### src/rtl/pipe_pkg.sv
// Shared encodings for the instruction-fetch stage: next-PC selects, the NOP word
// and the fetch FSM states.
package pipe_pkg;

  localparam logic [1:0] PCSRC_PC4 = 2'b00;
  localparam logic [1:0] PCSRC_BR  = 2'b01;
  localparam logic [1:0] PCSRC_JR  = 2'b10;
  localparam logic [1:0] PCSRC_JMP = 2'b11;

  localparam logic [31:0] NOP_WORD = 32'h0000_0000;

  typedef enum logic {
    ST_FETCH = 1'b0,
    ST_HELD  = 1'b1
  } if_state_e;

endpackage

### src/rtl/mux4x32.sv
// 4-way 32-bit selector used for next-PC choice (pc+4, branch, jr, jump).
module mux4x32
  import pipe_pkg::*;
(
  input  logic [31:0] a0,
  input  logic [31:0] a1,
  input  logic [31:0] a2,
  input  logic [31:0] a3,
  input  logic [1:0]  sel,
  output logic [31:0] y
);

  always_comb begin
    y = a0;
    case (sel)
      PCSRC_PC4: y = a0;
      PCSRC_BR:  y = a1;
      PCSRC_JR:  y = a2;
      PCSRC_JMP: y = a3;
      default:   y = a0;
    endcase
  end

endmodule

### src/rtl/pipeif.sv
// Instruction-fetch stage: PC, fetch handshake FSM, stall buffer, pending
// redirect target and the IF/ID pipeline register.
//
// state    | meaning
// ---------+----------------------------------------------------------
// ST_FETCH | request outstanding at pc; waiting for imem_ready
// ST_HELD  | word for pc already fetched and parked in buf_word (ID stalled)
module pipeif
  import pipe_pkg::*;
(
  input  logic        clock,
  input  logic        reset,
  input  logic [1:0]  pcsource,
  input  logic [31:0] bpc,
  input  logic [31:0] jpc,
  input  logic [31:0] da,
  input  logic        wpcir,
  output logic        imem_req,
  output logic [31:0] imem_addr,
  input  logic        imem_ready,
  input  logic [31:0] imem_rdata,
  output logic [31:0] pc,
  output logic [31:0] dpc4,
  output logic [31:0] inst,
  output logic        dvalid
);

  if_state_e   state;
  logic [31:0] buf_word;
  logic [31:0] tgt;
  logic        tgt_pend;

  logic [31:0] pc4;
  logic [31:0] sel_target;
  logic [31:0] tgt_aligned;
  logic [31:0] word;
  logic        redirect;
  logic        fetch_done;
  logic        deliver;

  assign pc4 = pc + 32'd4;

  mux4x32 u_npc_mux (
    .a0  (pc4),
    .a1  (bpc),
    .a2  (da),
    .a3  (jpc),
    .sel (pcsource),
    .y   (sel_target)
  );

  assign tgt_aligned = sel_target & 32'hFFFF_FFFC;
  assign redirect    = !wpcir && dvalid && (pcsource != PCSRC_PC4);
  assign fetch_done  = (state == ST_FETCH) && imem_ready;
  assign deliver     = !wpcir && (fetch_done || (state == ST_HELD));
  assign word        = (state == ST_HELD) ? buf_word : imem_rdata;

  assign imem_req  = (state == ST_FETCH);
  assign imem_addr = pc;

  always_ff @(posedge clock or posedge reset) begin
    if (reset) begin
      state    <= ST_FETCH;
      pc       <= 32'h0;
      inst     <= NOP_WORD;
      dpc4     <= 32'h0;
      dvalid   <= 1'b0;
      buf_word <= 32'h0;
      tgt      <= 32'h0;
      tgt_pend <= 1'b0;
    end else if (deliver) begin
      inst   <= word;
      dpc4   <= pc4;
      dvalid <= 1'b1;
      state  <= ST_FETCH;
      // A live redirect wins; a parked target only exists while ID holds a bubble.
      if (redirect) begin
        pc <= tgt_aligned;
      end else if (tgt_pend) begin
        pc       <= tgt;
        tgt_pend <= 1'b0;
      end else begin
        pc <= pc4;
      end
    end else if (!wpcir) begin
      inst   <= NOP_WORD;
      dvalid <= 1'b0;
      if (redirect) begin
        tgt      <= tgt_aligned;
        tgt_pend <= 1'b1;
      end
    end else if (fetch_done) begin
      buf_word <= imem_rdata;
      state    <= ST_HELD;
    end
  end

endmodule

### config.mk
export PLATFORM = sky130hd
export DESIGN_NAME = pipeif
export DESIGN_NICKNAME = d
export VERILOG_FILES = /design/src/rtl/pipe_pkg.sv /design/src/rtl/mux4x32.sv /design/src/rtl/pipeif.sv
export SDC_FILE = /design/constraint.sdc
export NUM_CORES = 1
export LEC_CHECK = 0
export ABC_CLOCK_PERIOD_IN_PS = 10800
export CORE_AREA = 2 2 140 142
export DETAILED_ROUTE_END_ITERATION = 16
export DIE_AREA = 0 0 142 144
export DONT_BUFFER_PORTS = 1
export GPL_TIMING_DRIVEN = 0
export SLEW_MARGIN = 20
export SYNTH_ARGS = -nofsm -noshare
export SYNTH_HDL_FRONTEND = slang
export SYNTH_SLANG_ARGS = --single-unit
### constraint.sdc
create_clock -name clock -period 10.8 [get_ports clock]
set_input_delay 3.24 -clock clock [delete_from_list [all_inputs] [get_ports clock]]
set_output_delay 3.24 -clock clock [all_outputs]
set_load 0.01 [all_outputs]
==> flow_summary.yaml <==
clocking:
  root_buffer: "clkbuf_16"
  numCtsBuffers: 17
  clkLatencyLatePin_ps: 430
  ctsHoldBuffers: 0
  cts_tree: "built"
  post-cts-setup-buffers: 0
  cts_max_level: 4
  path_clk_slew_ps: 70
  clock_sinks: 157
  cts_resized: 0
  cts.path.max_buffers: 2
routing:
  drc: 0
  via_count: 7002
  viasPerCell: 5.98
  wirelength_um: 27400
  drt_pass1_iterations: 5
  post_drt_wl_per_cell_um: 23.4
  drtIter0Drc: 527
  ant_nets: 0
sta:
  fmax_ghz: 0.196
  period_share_pct: 47.1
  skew_ps: 10.5
  final.min_clock_period_ps: 5090
  setup_slack_ps: 5710
  fin_tns_setup_ps: 0
  slew_headroom_pct: 44.8
  finalMaxSlewViolations: 0
  rsz0062_at_grt: "no"
  finalHoldViolations: 0
  setup_viol: 0
  tightest_slew_ps: 829
synthesis:
  synthCells: 893
  yosys_warnings: 0
  synth_area_leaders: "dfrtp_1, nand2_1, mux2_2"
  synth_area_mm2: 0.00842
  synth-edff-count: 0
  synth_flop_cell: "dfrtp_1"
  avgSynthCellArea_um2: 9.42
  synth-seq-area-share_pct: 46.7
  yosys.area.top_type: "dfrtp_1"
  synth_cell_types: 62
  ys_ff_latch: 157
  async_reset_ff_share_pct: 100
  yosys.area.top_type_share_pct: 46.7
grt:
  grtUsageMet2_pct: 45.5
  antenna_found_initial: 3
  met1_usage_pct: 32.9
  grt_pass1_vias: 6764
  grt_use_met3_pct: 7.78
  grt_max_degree: 83
  top_usage_layer: "met2"
  grt_usage_pct: 26.8
  grt_pass1_wl_um: 41000
  grt_overflow: 0
min_path:
  hold_path_end: "tgt[31]$_DFFE_PP0P_"
  hold_path_startpoint: "tgt[31]$_DFFE_PP0P_"
  hold_depth: 1
  min_path_type: "reg2reg"
outcome:
  outcome: "finished, final reports clean"
worst_setup_path:
  worstPathArrival_ps: 5420
  crit_type: "in2reg"
  path_max_fanout: 10
  rr_worst_depth: 6
  startpoint_type: "primary input"
  rrSetupSlack_ps: 8190
  rr_startpoint: "state$_DFFE_PP0P_"
  required_ps: 11130
  end_kind: "flip-flop"
  r2r-end: "imem_addr[16]$_DFFE_PP0P_"
run:
  cap_violations: 0
cells_and_area:
  final_nets: 1053
  area_growth_pct: 10.9
  drive_gt1_share_pct: 16.5
  fillers: 1788
power_and_ir_drop:
  swShare_pct: 37.7
  seqPwrFrac_pct: 46.9
  p_comb_share_pct: 24.2
  p_int_mw: 1.26
  p_leak_nw: 4.17
  switchingPower_mw: 0.758
  peakVddDrop_uv: 117
  power_density_mw_per_mm2: 216
  clkPwrFrac_pct: 28.9
place:
  io_buffer_count: 0
  hpwl_um: 20100
  place_ws_ps: 5330
  gp_congestion: 0.873
floorplanning:
  num_rows: 51
  die_w_um: 142
  io_pins: 264
  start_util_pct: 44.1
  coreArea_mm2: 0.0191
  die_h_um: 144
  dieArea_mm2: 0.0204
critical path, cell delays in order:
cell and delay [ps]:
buf_2 190, nor2_1 130, nor2_1 600, clkbuf_1 630, nand3_1 330, o221ai_1 290
Yosys cell counts, types with 4 or more instances:
master / count
a211o_1: 4
a211oi_1: 11
a21o_1: 5
a21oi_1: 56
a221o_1: 5
a22oi_1: 10
a2bb2oi_1: 10
a31oi_1: 5
and3_1: 38
and4_1: 7
buf_1: 8
buf_2: 17
buf_4: 41
clkbuf_1: 35
dfrtp_1: 157
inv_1: 8
mux2_2: 42
mux2i_1: 18
mux4_2: 4
nand2_1: 144
nand2b_1: 4
nand3_1: 16
nand4_1: 7
nor2_1: 42
nor3_1: 8
nor4_1: 5
o211ai_1: 4
o21ai_0: 89
o21ai_1: 6
o22ai_1: 7
xnor2_1: 13
xor2_1: 13
layout by cell type (no fill, tap or decap), types with 11 or more instances in the layout:
cell	count
buf_4	41
mux2_2	42
xnor2_1	13
xor2_1	13
nand3_1	16
a211oi_1	11
and3_1	38
nor2_1	42
o21ai_0	89
nand2_1	144
a21oi_1	56
clkbuf_16	17
mux2i_1	18
clkbuf_1	35
dfrtp_1	157
buf_2	17
how the worst max path moves through the flow:
stage | from | to | slack [ps]
after detailed placement | imem_ready | imem_addr[16]$_DFFE_PP0P_ | 5330
after CTS | imem_ready | imem_addr[16]$_DFFE_PP0P_ | 5780
after global placement | reset | inst[22]$_DFFE_PP0P_ | 1240
final | imem_ready | imem_addr[16]$_DFFE_PP0P_ | 5710
after floorplan | reset | buf_word[0]$_DFFE_PP0P_ | 3330
after global routing | imem_ready | imem_addr[11]$_DFFE_PP0P_ | 5660
state kept, by name (all words and copies together), names as in the netlist:
signal     cells
dvalid         1
imem_addr     30
tgt           30
dpc4          30
state          1
tgt_pend       1
buf_word      32
inst          32
per-stage QoR:
stage / hold slack [ps] / total power, mW / util [%] / cell area (µm²) / std cells
finish: 475 / 2.01 / 48.9 / 9330 / 1170
global route: 485 / 2.12 / 48.9 / 9330 / 1170
CTS: 473 / 2.02 / 48.9 / 9330 / 1169
detailed placement: 459 / 1.44 / 46.0 / 8770 / 1137
global placement: 454 / 1.43 / 45.8 / 8730 / 1136
floorplan: 439 / 1.27 / - / 8430 / 898
final cells by class:
cell class	instances	area [µm²]	share of cell area, %
sequential	157	3930	42.1
multi-input combinational	632	3920	42.0
buffer	101	554	5.94
clock buffer	18	439	4.71
tap	238	298	3.19
clock inverter	14	123	1.31
inverter	8	37.5	0.402
timing repair buffer	1	27.5	0.295
antenna	1	2.50	0.0268
metal layers:
layer / up-vias / share of wire (%)
met5: - / 0.095
met4: 4 / 2.1
met3: 43 / 8.0
met2: 307 / 49
met1: 3436 / 41
li1: 3212 / -
logic make-up after synthesis:
kind of cell	Yosys count	share of synthesized area, %
simple gates	294	16.9
flops	157	46.7
xor+xnor	26	2.71
compound gates	241	17.8
fa+ha+maj	1	0.149
other cells	1	0.0446
mux	64	8.83
buf+inv	109	6.94
power groups by stage:
stage	clock network [mW]	registers (mW)	logic, mW
detailed placement	0	0.954	0.486
CTS	0.593	0.943	0.487
global placement	0	0.950	0.478
global route	0.615	0.966	0.539
finish	0.582	0.944	0.487
floorplan	0	0.893	0.379
Power figures use the tool's default switching activity.
